## src/rtl/ram_arbiter_if.sv

```systemverilog
// ram_arbiter_if -- bundle of every bus signal around the RAM arbiter.
//
// Signals:
//   cpu_*  : CPU request (req, we, addr, wdata) and response (gnt, rvalid, rdata)
//   dbg_*  : debug/loader request and response, same shape as the CPU port
//   ram_*  : single-port RAM side (wr_sig, wr_data, addr out; rd_data in,
//            valid one cycle after the address is presented)
//
// Modports:
//   slave  : the arbiter's view
//   master : the environment's view (requesters plus the RAM)
interface ram_arbiter_if #(
    parameter int ADDR_W = 32,
    parameter int DATA_W = 32
);
    logic              cpu_req;
    logic              cpu_we;
    logic [ADDR_W-1:0] cpu_addr;
    logic [DATA_W-1:0] cpu_wdata;
    logic              cpu_gnt;
    logic              cpu_rvalid;
    logic [DATA_W-1:0] cpu_rdata;

    logic              dbg_req;
    logic              dbg_we;
    logic [ADDR_W-1:0] dbg_addr;
    logic [DATA_W-1:0] dbg_wdata;
    logic              dbg_gnt;
    logic              dbg_rvalid;
    logic [DATA_W-1:0] dbg_rdata;

    logic              ram_wr_sig;
    logic [DATA_W-1:0] ram_wr_data;
    logic [ADDR_W-1:0] ram_addr;
    logic [DATA_W-1:0] ram_rd_data;

    modport slave (
        input  cpu_req, cpu_we, cpu_addr, cpu_wdata,
        output cpu_gnt, cpu_rvalid, cpu_rdata,
        input  dbg_req, dbg_we, dbg_addr, dbg_wdata,
        output dbg_gnt, dbg_rvalid, dbg_rdata,
        output ram_wr_sig, ram_wr_data, ram_addr,
        input  ram_rd_data
    );

    modport master (
        output cpu_req, cpu_we, cpu_addr, cpu_wdata,
        input  cpu_gnt, cpu_rvalid, cpu_rdata,
        output dbg_req, dbg_we, dbg_addr, dbg_wdata,
        input  dbg_gnt, dbg_rvalid, dbg_rdata,
        input  ram_wr_sig, ram_wr_data, ram_addr,
        output ram_rd_data
    );
endinterface

```

## src/rtl/ram_arbiter.sv

```systemverilog
// ram_arbiter -- two-port (CPU, debug/loader) arbiter in front of a single
// RAM with one-cycle read latency.
//
// Ports:
//   clk   : clock, all state on the rising edge
//   reset : synchronous active-high reset
//   bus   : ram_arbiter_if.slave carrying the CPU, debug and RAM signals
//
// Grants are combinational from the requests. The CPU wins contention until
// it has taken MAX_CPU_RUN consecutive contested grants; the debug port is
// then served once. A small FSM remembers which port issued the read so
// that the RAM data returned next cycle is routed to that port only.
module ram_arbiter #(
    parameter int ADDR_W      = 32,
    parameter int DATA_W      = 32,
    parameter int MAX_CPU_RUN = 4
) (
    input  logic         clk,
    input  logic         reset,
    ram_arbiter_if.slave bus
);

    localparam int RUN_W = (MAX_CPU_RUN < 1) ? 1 : $clog2(MAX_CPU_RUN + 1);
    localparam logic [RUN_W-1:0] RUN_MAX = RUN_W'(MAX_CPU_RUN);

    typedef enum logic [1:0] {
        IDLE,
        RD_CPU,
        RD_DBG
    } rd_state_e;

    rd_state_e         state_q, state_d;
    logic [RUN_W-1:0]  cpu_run_q, cpu_run_d;

    logic              cpu_gnt, dbg_gnt;
    logic              ram_wr_sig;
    logic [ADDR_W-1:0] ram_addr;
    logic [DATA_W-1:0] ram_wr_data;
    logic              cpu_rvalid, dbg_rvalid;
    logic [DATA_W-1:0] cpu_rdata, dbg_rdata;

    // Grant decision, contested-run counter and RAM request mux
    always_comb begin
        cpu_gnt     = 1'b0;
        dbg_gnt     = 1'b0;
        cpu_run_d   = cpu_run_q;
        ram_wr_sig  = 1'b0;
        ram_addr    = '0;
        ram_wr_data = '0;

        if (!reset) begin
            if (bus.cpu_req && bus.dbg_req) begin
                // Contested: debug only gets in once the CPU run is spent
                if (cpu_run_q == RUN_MAX) begin
                    dbg_gnt = 1'b1;
                end else begin
                    cpu_gnt = 1'b1;
                end
            end else if (bus.cpu_req) begin
                cpu_gnt = 1'b1;
            end else if (bus.dbg_req) begin
                dbg_gnt = 1'b1;
            end
        end

        // The run only counts CPU grants taken while debug is waiting;
        // any cycle without a debug request restarts it.
        if (!bus.dbg_req || dbg_gnt) begin
            cpu_run_d = '0;
        end else if (cpu_gnt && cpu_run_q != RUN_MAX) begin
            cpu_run_d = cpu_run_q + RUN_W'(1);
        end

        if (cpu_gnt) begin
            ram_wr_sig  = bus.cpu_we;
            ram_addr    = bus.cpu_addr;
            ram_wr_data = bus.cpu_wdata;
        end else if (dbg_gnt) begin
            ram_wr_sig  = bus.dbg_we;
            ram_addr    = bus.dbg_addr;
            ram_wr_data = bus.dbg_wdata;
        end
    end

    // Pending-read FSM: next state depends only on this cycle's read grant
    always_comb begin
        state_d    = IDLE;
        cpu_rvalid = 1'b0;
        dbg_rvalid = 1'b0;
        cpu_rdata  = '0;
        dbg_rdata  = '0;

        if (cpu_gnt && !bus.cpu_we) begin
            state_d = RD_CPU;
        end else if (dbg_gnt && !bus.dbg_we) begin
            state_d = RD_DBG;
        end

        case (state_q)
            RD_CPU: begin
                cpu_rvalid = 1'b1;
                cpu_rdata  = bus.ram_rd_data;
            end
            RD_DBG: begin
                dbg_rvalid = 1'b1;
                dbg_rdata  = bus.ram_rd_data;
            end
            default: ;
        endcase
    end

    always_ff @(posedge clk) begin
        if (reset) begin
            state_q   <= IDLE;
            cpu_run_q <= '0;
        end else begin
            state_q   <= state_d;
            cpu_run_q <= cpu_run_d;
        end
    end

    assign bus.cpu_gnt     = cpu_gnt;
    assign bus.dbg_gnt     = dbg_gnt;
    assign bus.cpu_rvalid  = cpu_rvalid;
    assign bus.cpu_rdata   = cpu_rdata;
    assign bus.dbg_rvalid  = dbg_rvalid;
    assign bus.dbg_rdata   = dbg_rdata;
    assign bus.ram_wr_sig  = ram_wr_sig;
    assign bus.ram_addr    = ram_addr;
    assign bus.ram_wr_data = ram_wr_data;

endmodule

```

## src/flat_wrapper.sv

```systemverilog
// flat-port wrapper written by rule: the top's interface ports become plain ports
module ram_arbiter_flat 
#(
    parameter int ADDR_W      = 32,
    parameter int DATA_W      = 32,
    parameter int MAX_CPU_RUN = 4
)
  (clk, reset, bus_cpu_req, bus_cpu_we, bus_cpu_addr, bus_cpu_wdata, bus_cpu_gnt, bus_cpu_rvalid, bus_cpu_rdata, bus_dbg_req, bus_dbg_we, bus_dbg_addr, bus_dbg_wdata, bus_dbg_gnt, bus_dbg_rvalid, bus_dbg_rdata, bus_ram_wr_sig, bus_ram_wr_data, bus_ram_addr, bus_ram_rd_data);
  ram_arbiter_if #(.ADDR_W(ADDR_W), .DATA_W(DATA_W)) bus_i ();
  input  logic clk;
  input  logic reset;
  input wire logic [$bits(bus_i.cpu_req)-1:0] bus_cpu_req;
  input wire logic [$bits(bus_i.cpu_we)-1:0] bus_cpu_we;
  input wire logic [$bits(bus_i.cpu_addr)-1:0] bus_cpu_addr;
  input wire logic [$bits(bus_i.cpu_wdata)-1:0] bus_cpu_wdata;
  output wire logic [$bits(bus_i.cpu_gnt)-1:0] bus_cpu_gnt;
  output wire logic [$bits(bus_i.cpu_rvalid)-1:0] bus_cpu_rvalid;
  output wire logic [$bits(bus_i.cpu_rdata)-1:0] bus_cpu_rdata;
  input wire logic [$bits(bus_i.dbg_req)-1:0] bus_dbg_req;
  input wire logic [$bits(bus_i.dbg_we)-1:0] bus_dbg_we;
  input wire logic [$bits(bus_i.dbg_addr)-1:0] bus_dbg_addr;
  input wire logic [$bits(bus_i.dbg_wdata)-1:0] bus_dbg_wdata;
  output wire logic [$bits(bus_i.dbg_gnt)-1:0] bus_dbg_gnt;
  output wire logic [$bits(bus_i.dbg_rvalid)-1:0] bus_dbg_rvalid;
  output wire logic [$bits(bus_i.dbg_rdata)-1:0] bus_dbg_rdata;
  output wire logic [$bits(bus_i.ram_wr_sig)-1:0] bus_ram_wr_sig;
  output wire logic [$bits(bus_i.ram_wr_data)-1:0] bus_ram_wr_data;
  output wire logic [$bits(bus_i.ram_addr)-1:0] bus_ram_addr;
  input wire logic [$bits(bus_i.ram_rd_data)-1:0] bus_ram_rd_data;
  assign bus_i.cpu_req = bus_cpu_req;
  assign bus_i.cpu_we = bus_cpu_we;
  assign bus_i.cpu_addr = bus_cpu_addr;
  assign bus_i.cpu_wdata = bus_cpu_wdata;
  assign bus_cpu_gnt = bus_i.cpu_gnt;
  assign bus_cpu_rvalid = bus_i.cpu_rvalid;
  assign bus_cpu_rdata = bus_i.cpu_rdata;
  assign bus_i.dbg_req = bus_dbg_req;
  assign bus_i.dbg_we = bus_dbg_we;
  assign bus_i.dbg_addr = bus_dbg_addr;
  assign bus_i.dbg_wdata = bus_dbg_wdata;
  assign bus_dbg_gnt = bus_i.dbg_gnt;
  assign bus_dbg_rvalid = bus_i.dbg_rvalid;
  assign bus_dbg_rdata = bus_i.dbg_rdata;
  assign bus_ram_wr_sig = bus_i.ram_wr_sig;
  assign bus_ram_wr_data = bus_i.ram_wr_data;
  assign bus_ram_addr = bus_i.ram_addr;
  assign bus_i.ram_rd_data = bus_ram_rd_data;
  ram_arbiter #(.ADDR_W(ADDR_W), .DATA_W(DATA_W), .MAX_CPU_RUN(MAX_CPU_RUN)) u_core (.clk(clk), .reset(reset), .bus(bus_i));
endmodule
```

## config.mk

```make
export PLATFORM = sky130hd
export DESIGN_NAME = ram_arbiter_flat
export DESIGN_NICKNAME = d
export VERILOG_FILES = /design/src/rtl/ram_arbiter_if.sv /design/src/rtl/ram_arbiter.sv /design/src/flat_wrapper.sv
export SDC_FILE = /design/constraint.sdc
export NUM_CORES = 1
export LEC_CHECK = 0
export CAP_MARGIN = 20
export CORE_AREA = 2 2 115 117
export CTS_CLUSTER_DIAMETER = 80
export DETAILED_ROUTE_END_ITERATION = 10
export DIE_AREA = 0 0 117 119
export GPL_TIMING_DRIVEN = 1
export PLACE_DENSITY = 0.55
export SYNTH_ARGS = -nofsm -noshare
export SYNTH_HDL_FRONTEND = slang
export SYNTH_SLANG_ARGS = --single-unit
```

## constraint.sdc

```tcl
create_clock -name clk -period 1.69 [get_ports clk]
set_input_delay 0.338 -clock clk [delete_from_list [all_inputs] [get_ports clk]]
set_output_delay 0.338 -clock clk [all_outputs]
set_load 0.05 [all_outputs]
```

==> results of run 1 <==
worst max-delay path: stages (launching register included):
cell	delay [ps]
dfxtp_2	330
inv_2	40
ha_4	160
a311oi_4	290
buf_4	180
buf_12	140
buf_12	140
a22o_4	130
buf_12	130
layer usage:
| metal | share of wire, % | track usage [%] | up-vias |
|---|---|---|---|
| met5 | 0 | 0 | - |
| met4 | 1.7 | 3.16 | 0 |
| met3 | 11 | 5.75 | 12 |
| met2 | 56 | 31.0 | 174 |
| met1 | 31 | 15.8 | 1263 |
| li1 | - | - | 1287 |
final cells by class:
| cell class | instances | area share, % |
|---|---|---|
| Inverter | 3 | 0.161 |
| Multi-Input combinational cell | 145 | 25.0 |
| Timing Repair Buffer | 338 | 69.1 |
| Tap cell | 176 | 3.15 |
| Sequential cell | 5 | 1.50 |
| Clock buffer | 4 | 1.13 |
state kept, by name (all words and copies together) (netlist names):
signal,cells
u_core.cpu_run_q,3
u_core.state_q,2
logic make-up after synthesis:
kind of cell    Yosys count  synth area share (%)
buf+inv                  23                  10.0
flops                     5                  7.55
mux                       1                 0.755
simple gates             75                  34.9
compound gates           67                  44.9
fa+ha+maj                 2                  1.89
through the flow:
| step | total power [mW] | TNS (ps) | setup slack, ps | utilization, % |
|---|---|---|---|---|
| floorplan | 0.879 | -1920 | -45.2 | - |
| global placement | 1.98 | -34850 | -575 | 50.9 |
| detailed placement | 1.99 | -36790 | -621 | 50.9 |
| CTS | 2.47 | -28410 | -448 | 53.8 |
| global route | 2.55 | -30020 | -486 | 54.3 |
| finish | 2.46 | -26930 | -443 | 54.3 |
repair_timing:
action	4_1_cts	5_1_grt
endpoints found under the setup margin	93	108
pin swaps	7	4
gates cloned	3	3
resized for setup	44	12
endpoints found under the hold margin	0	0
setup buffers	4	1
cells in the final DEF (no fill, tap or decap), types with 2 or more instances in the layout:
| master | n |
|---|---|
| clkdlybuf4s50_1 | 162 |
| buf_12 | 142 |
| a22o_4 | 65 |
| and2_1 | 41 |
| and2_2 | 18 |
| buf_4 | 17 |
| buf_6 | 8 |
| and2_4 | 5 |
| clkbuf_16 | 5 |
| dfxtp_2 | 4 |
| inv_2 | 3 |
| dlygate4sd2_1 | 3 |
| buf_8 | 3 |
| nor2b_4 | 2 |
| nand2_1 | 2 |
| nor2b_1 | 2 |
| nor2_1 | 2 |
power groups by stage:
stage	Clock, mW	Sequential [mW]	Combinational (mW)
2_1_floorplan	0	0.125	0.754
3_3_place_gp	0	0.125	1.86
3_5_place_dp	0	0.125	1.87
4_1_cts	0.396	0.124	1.95
5_1_grt	0.405	0.125	2.02
6_report	0.389	0.125	1.95
synth_stat cells (all sizes together):
library cell	number	area [um2]
clkbuf	6	22.5
ha	2	25.0
nor2b	5	31.3
and4	1	8.76
buf	14	98.8
a311oi	1	15.0
a21boi	1	11.3
dfxtp	5	100
inv	3	11.3
nor2	2	7.51
nor3b	1	7.51
and2	64	400
nand2	2	7.51
mux2i	1	10.0
a22o	65	569
worst max-delay path by stage:
stage / endpoint / depth (start not counted) / startpoint / slack (ps)
after CTS: bus_ram_addr[4] / 8 / u_core.cpu_run_q[1] / -450
after global routing: bus_ram_wr_data[31] / 8 / u_core.cpu_run_q[1] / -490
after floorplan: bus_ram_addr[24] / 6 / u_core.cpu_run_q[0] / -50
after detailed placement: bus_ram_addr[19] / 7 / bus_dbg_req / -620
final: bus_ram_wr_data[31] / 8 / u_core.cpu_run_q[1] / -440
after global placement: bus_ram_addr[22] / 7 / bus_dbg_req / -580
==> impl_metrics.py, run 1 <==
metrics = {
    "status": {
        "run_status": "complete, but fails checks",
        "violations": "setup timing",
    },
    "logic_synthesis": {
        "syn-cell-area_um2": 1330,
        "synth_fp_nets": 341,
        "synth_seq_cells": 5,
        "yosysSeqAreaShare_pct": 7.55,
        "syn_inst": 173,
        "ys_types": 18,
        "syn_avg_cell_area_um2": 7.67,
        "synth_warnings": 0,
    },
    "placement": {
        "dp_hpwl_um": 9880,
        "dp_cells": 657,
        "portBuffers": 298,
        "gp_congestion": 0.866,
        "place_area_um2": 6550,
    },
    "power": {
        "power_density_nw_per_um2": 352,
        "p_sw_share_pct": 37.6,
        "p_seq_share_pct": 5.1,
        "internal_power_mw": 1.54,
        "ir_drop_uv": 278,
        "p_comb_share_pct": 79.2,
        "p_clk_share_pct": 15.8,
        "switching_power_mw": 0.927,
        "p_leak_nw": 2.97,
    },
    "layout": {
        "layout.nets": 664,
        "fin_area_um2": 6990,
        "finalNonFillerCells": 671,
        "diodes": 0,
        "multi_input_area_um2": 1750,
        "drive_gt1_share_pct": 56.0,
        "regArea_um2": 105,
        "area_delta_synth_final_pct": 427,
        "num-fill-cells": 1118,
    },
    "detailed_routing": {
        "drtPass1Iterations": 3,
        "final_antenna_net_count": 0,
        "drt-total-wl_um": 11700,
        "wl_per_cell_um": 17.4,
        "drc": 0,
        "drt_iter0_drc": 24,
        "vias": 2736,
        "vias_per_cell": 4.08,
    },
    "hold_path": {
        "hold_class": "reg2reg",
        "min_to": "u_core.cpu_run_q[0]",
        "hold_depth": 2,
        "min_from": "u_core.cpu_run_q[0]",
    },
    "global_route": {
        "antenna_found_initial": 0,
        "track_usage_pct": 15.9,
        "grt_first_pass_wirelength_um": 17100,
        "grt.overflow.total": 0,
        "grt_max_degree": 34,
        "grt_pass1_vias": 3008,
    },
    "die": {
        "die_h_um": 119,
        "fp.dieW_um": 117,
        "ioPinCount": 299,
        "coreArea_um2": 12900,
        "rows": 42,
        "initial_core_util_pct": 10.3,
        "die_area_um2": 13900,
    },
    "sta": {
        "finalHoldWorstSlack_ps": 520,
        "rsz0062_at_grt": "yes",
        "maxSlewViolCount": 0,
        "setup_slack_ps": -443,
        "slew-limit-headroom_pct": 82.3,
        "fin_crit_ps": 2130,
        "fin_skew_ps": 2.60,
        "hold_violations": 0,
        "setup_violations": 67,
        "period_share_pct": 126,
        "tightestPinTransition_ps": 265,
        "timing.fmax_mhz": 469,
    },
    "clock_tree": {
        "h-tree-depth": 1,
        "cts.sinks": 5,
        "clk_pin_slew_worst_paths_ps": 30,
        "postCtsHoldBufs": 0,
        "clk_path_buf_depth": 2,
        "cts_tree": "yes",
        "cts-buffers-inserted": 3,
        "root_buffer": "clkbuf_16",
        "clk_latency_ps": 230,
    },
    "critical_path": {
        "cp-start-kind": "register",
        "rrSetupSlack_ps": 360,
        "rr_worst_depth": 6,
        "cp.arrival_ps": 1790,
        "path_max_fanout": 7,
        "cp.required_ps": 1350,
        "r2r_end": "u_core.state_q[0]",
        "r2r-start": "u_core.cpu_run_q[1]",
        "worstSetupPathType": "reg2out",
        "end_kind": "primary output",
    },
    "flow_run": {
        "maxCapViolations": 0,
    },
}
Note: power is estimated with default switching activity, not from simulation.
==> run 2, diff against run 1 <==
==> constraint.sdc (replaced) <==
create_clock -name clk -period 1.69 [get_ports clk]
set_input_delay 0.338 -clock clk [delete_from_list [all_inputs] [get_ports clk]]
set_output_delay 0.338 -clock clk [all_outputs]
set_load 0.01 [all_outputs]
==> run 2 against run 1 <==
The run still ends with setup timing left. Combinational power is 50% lower. Setup slack better by 1.8 ps. Global-route usage is 0.62 points lower. Largest cell class unchanged. Highest routed layer unchanged.
==> impl_metrics.py, run 2 (synthesized netlist as in run 1, its figures left out) <==
metrics = {
    "critical_path": {
        "cp.arrival_ps": 1790,
        "path_max_fanout": 7,
        "end_kind": "primary output",
        "cp-start-kind": "register",
        "path_delay_family": "buffers and inverters",
        "cp.required_ps": 1350,
        "slowest_delay_ps": 330,
        "worstSetupPathType": "reg2out",
        "critPathSlowestCell": "dfxtp_2",
        "crit_buf_inv": 5,
        "crit_chain": "inv_2 -> ha_4 -> a311oi_4 -> buf_6 -> buf_8 -> buf_16 -> a22o_1 -> buf_2",
    },
    "power": {
        "power_density_nw_per_um2": 325,
        "ir_drop_uv": 266,
        "p_leak_nw": 2.22,
    },
    "layout": {
        "layout.nets": 660,
        "final_common_cell": "clkdlybuf4s50_1",
        "area_delta_synth_final_pct": 243,
        "finalNonFillerCells": 667,
        "largest_reg_flops": 3,
        "reg_top3": "u_core.cpu_run_q (3), u_core.state_q (2)",
        "drive_gt1_share_pct": 37.7,
        "diodes": 0,
        "top_register": "u_core.cpu_run_q",
        "layout_common_cells": "clkdlybuf4s50_1 (162), buf_2 (103), a22o_1 (65)",
    },
    "die": {
        "coreArea_um2": 12900,
        "rows": 42,
        "die_h_um": 119,
        "ioPinCount": 299,
        "fp.dieW_um": 117,
        "die_area_um2": 13900,
        "initial_core_util_pct": 10.3,
    },
    "clock_tree": {
        "clk_latency_ps": 230,
        "root_buffer": "clkbuf_16",
        "postCtsHoldBufs": 0,
        "cts_tree": "yes",
        "clk_pin_slew_worst_paths_ps": 30,
        "h-tree-depth": 1,
        "clk_path_buf_depth": 2,
        "cts.sinks": 5,
        "cts-buffers-inserted": 3,
    },
    "detailed_routing": {
        "final_antenna_net_count": 0,
        "wl_per_cell_um": 17.5,
        "drt_iter0_drc": 91,
        "drtPass1Iterations": 4,
        "vias": 2680,
        "drt-total-wl_um": 11700,
        "vias_per_cell": 4.02,
        "drc": 0,
    },
    "global_route": {
        "track_usage_pct": 15.3,
        "grt_pass1_vias": 2775,
        "antenna_found_initial": 0,
        "grt_max_degree": 29,
        "grt.overflow.total": 0,
        "grt_first_pass_wirelength_um": 16100,
    },
    "hold_path": {
        "hold_class": "reg2reg",
    },
    "sta": {
        "finalHoldWorstSlack_ps": 509,
        "fin_crit_ps": 2130,
        "rsz0062_at_grt": "yes",
        "tightestPinTransition_ps": 266,
        "setup_slack_ps": -441,
        "slew-limit-headroom_pct": 82.3,
        "fin_skew_ps": 1.13,
        "period_share_pct": 126,
        "timing.fmax_mhz": 469,
        "hold_violations": 0,
        "setup_violations": 66,
        "maxSlewViolCount": 0,
        "setup_tns_ps": -23720,
    },
    "status": {
        "run_status": "complete, but fails checks",
        "violations": "setup timing",
    },
    "placement": {
        "dp_cells": 637,
        "dp_hpwl_um": 8230,
        "portBuffers": 298,
        "place_ws_ps": -1040,
        "gp_congestion": 0.861,
    },
    "flow_run": {
        "maxCapViolations": 0,
    },
}
[run 2: cell types whose count changed in the layout (fill, tap and decap cells not counted), moves of 2 or more]
cell | before | now
buf_12 | 142 | 6
buf_2 | 0 | 103
a22o_1 | 0 | 65
a22o_4 | 65 | 0
and2_1 | 41 | 63
clkbuf_2 | 0 | 21
and2_2 | 18 | 0
buf_4 | 17 | 7
buf_6 | 8 | 17
buf_16 | 1 | 9
and2_4 | 5 | 1
dlygate4sd2_1 | 3 | 5
[run 2: power breakdown]
group	leakage (nW)	total, mW	switching [mW]	internal (mW)
combinational	2.14	0.968	0.335	0.632
clock	0.0382	0.385	0.0728	0.312
sequential	0.0424	0.125	0.00249	0.122
[run 2: metrics by stage]
step	cell area, um2	utilization, %	total power [mW]
floorplan	1330	-	0.376
global placement	4560	35.4	1.07
detailed placement	4560	35.4	1.07
CTS	4660	36.2	1.50
global route	4550	35.3	1.56
finish	4550	35.3	1.48
[run 2: worst min-delay path, stage by stage, from the launching register on]
cell and delay, ps:
dfxtp_2 320, buf_4 110, nor3b_1 40
[run 2: worst paths after layout]
check	from	end	slack, ps	depth (start not counted)
worst min-delay path	u_core.cpu_run_q[0]	u_core.cpu_run_q[0]	510	2
worst max register to register	u_core.cpu_run_q[1]	u_core.state_q[0]	330	6
worst max-delay path	u_core.cpu_run_q[1]	bus_ram_wr_data[8]	-440	8
worst min register to register	u_core.cpu_run_q[0]	u_core.cpu_run_q[0]	510	2
[run 2: repair_timing]
| item | CTS | global route |
|---|---|---|
| gates cloned | 11 | 2 |
| pin swaps | 17 | 14 |
| buffers inserted | 16 | 3 |
| setup endpoints to repair | 133 | 119 |
| gates resized for setup | 490 | 70 |
[run 2: cell type report]
type / instances / area (um2)
fill: 1366 / 8330
timing repair buffer: 334 / 2980
multi-input combinational: 145 / 1150
tap: 176 / 220
sequential: 5 / 105
clock buffer: 4 / 78.8
inverter: 3 / 11.3
[run 2: per-layer routing]
metal	GRT usage, %	vias to the layer above	wire length (um)
met3	2.75	8	991
met2	28.9	166	6080
met1	17.7	1219	4490
met5	0	-	0
li1	-	1287	-
met4	2.94	0	142
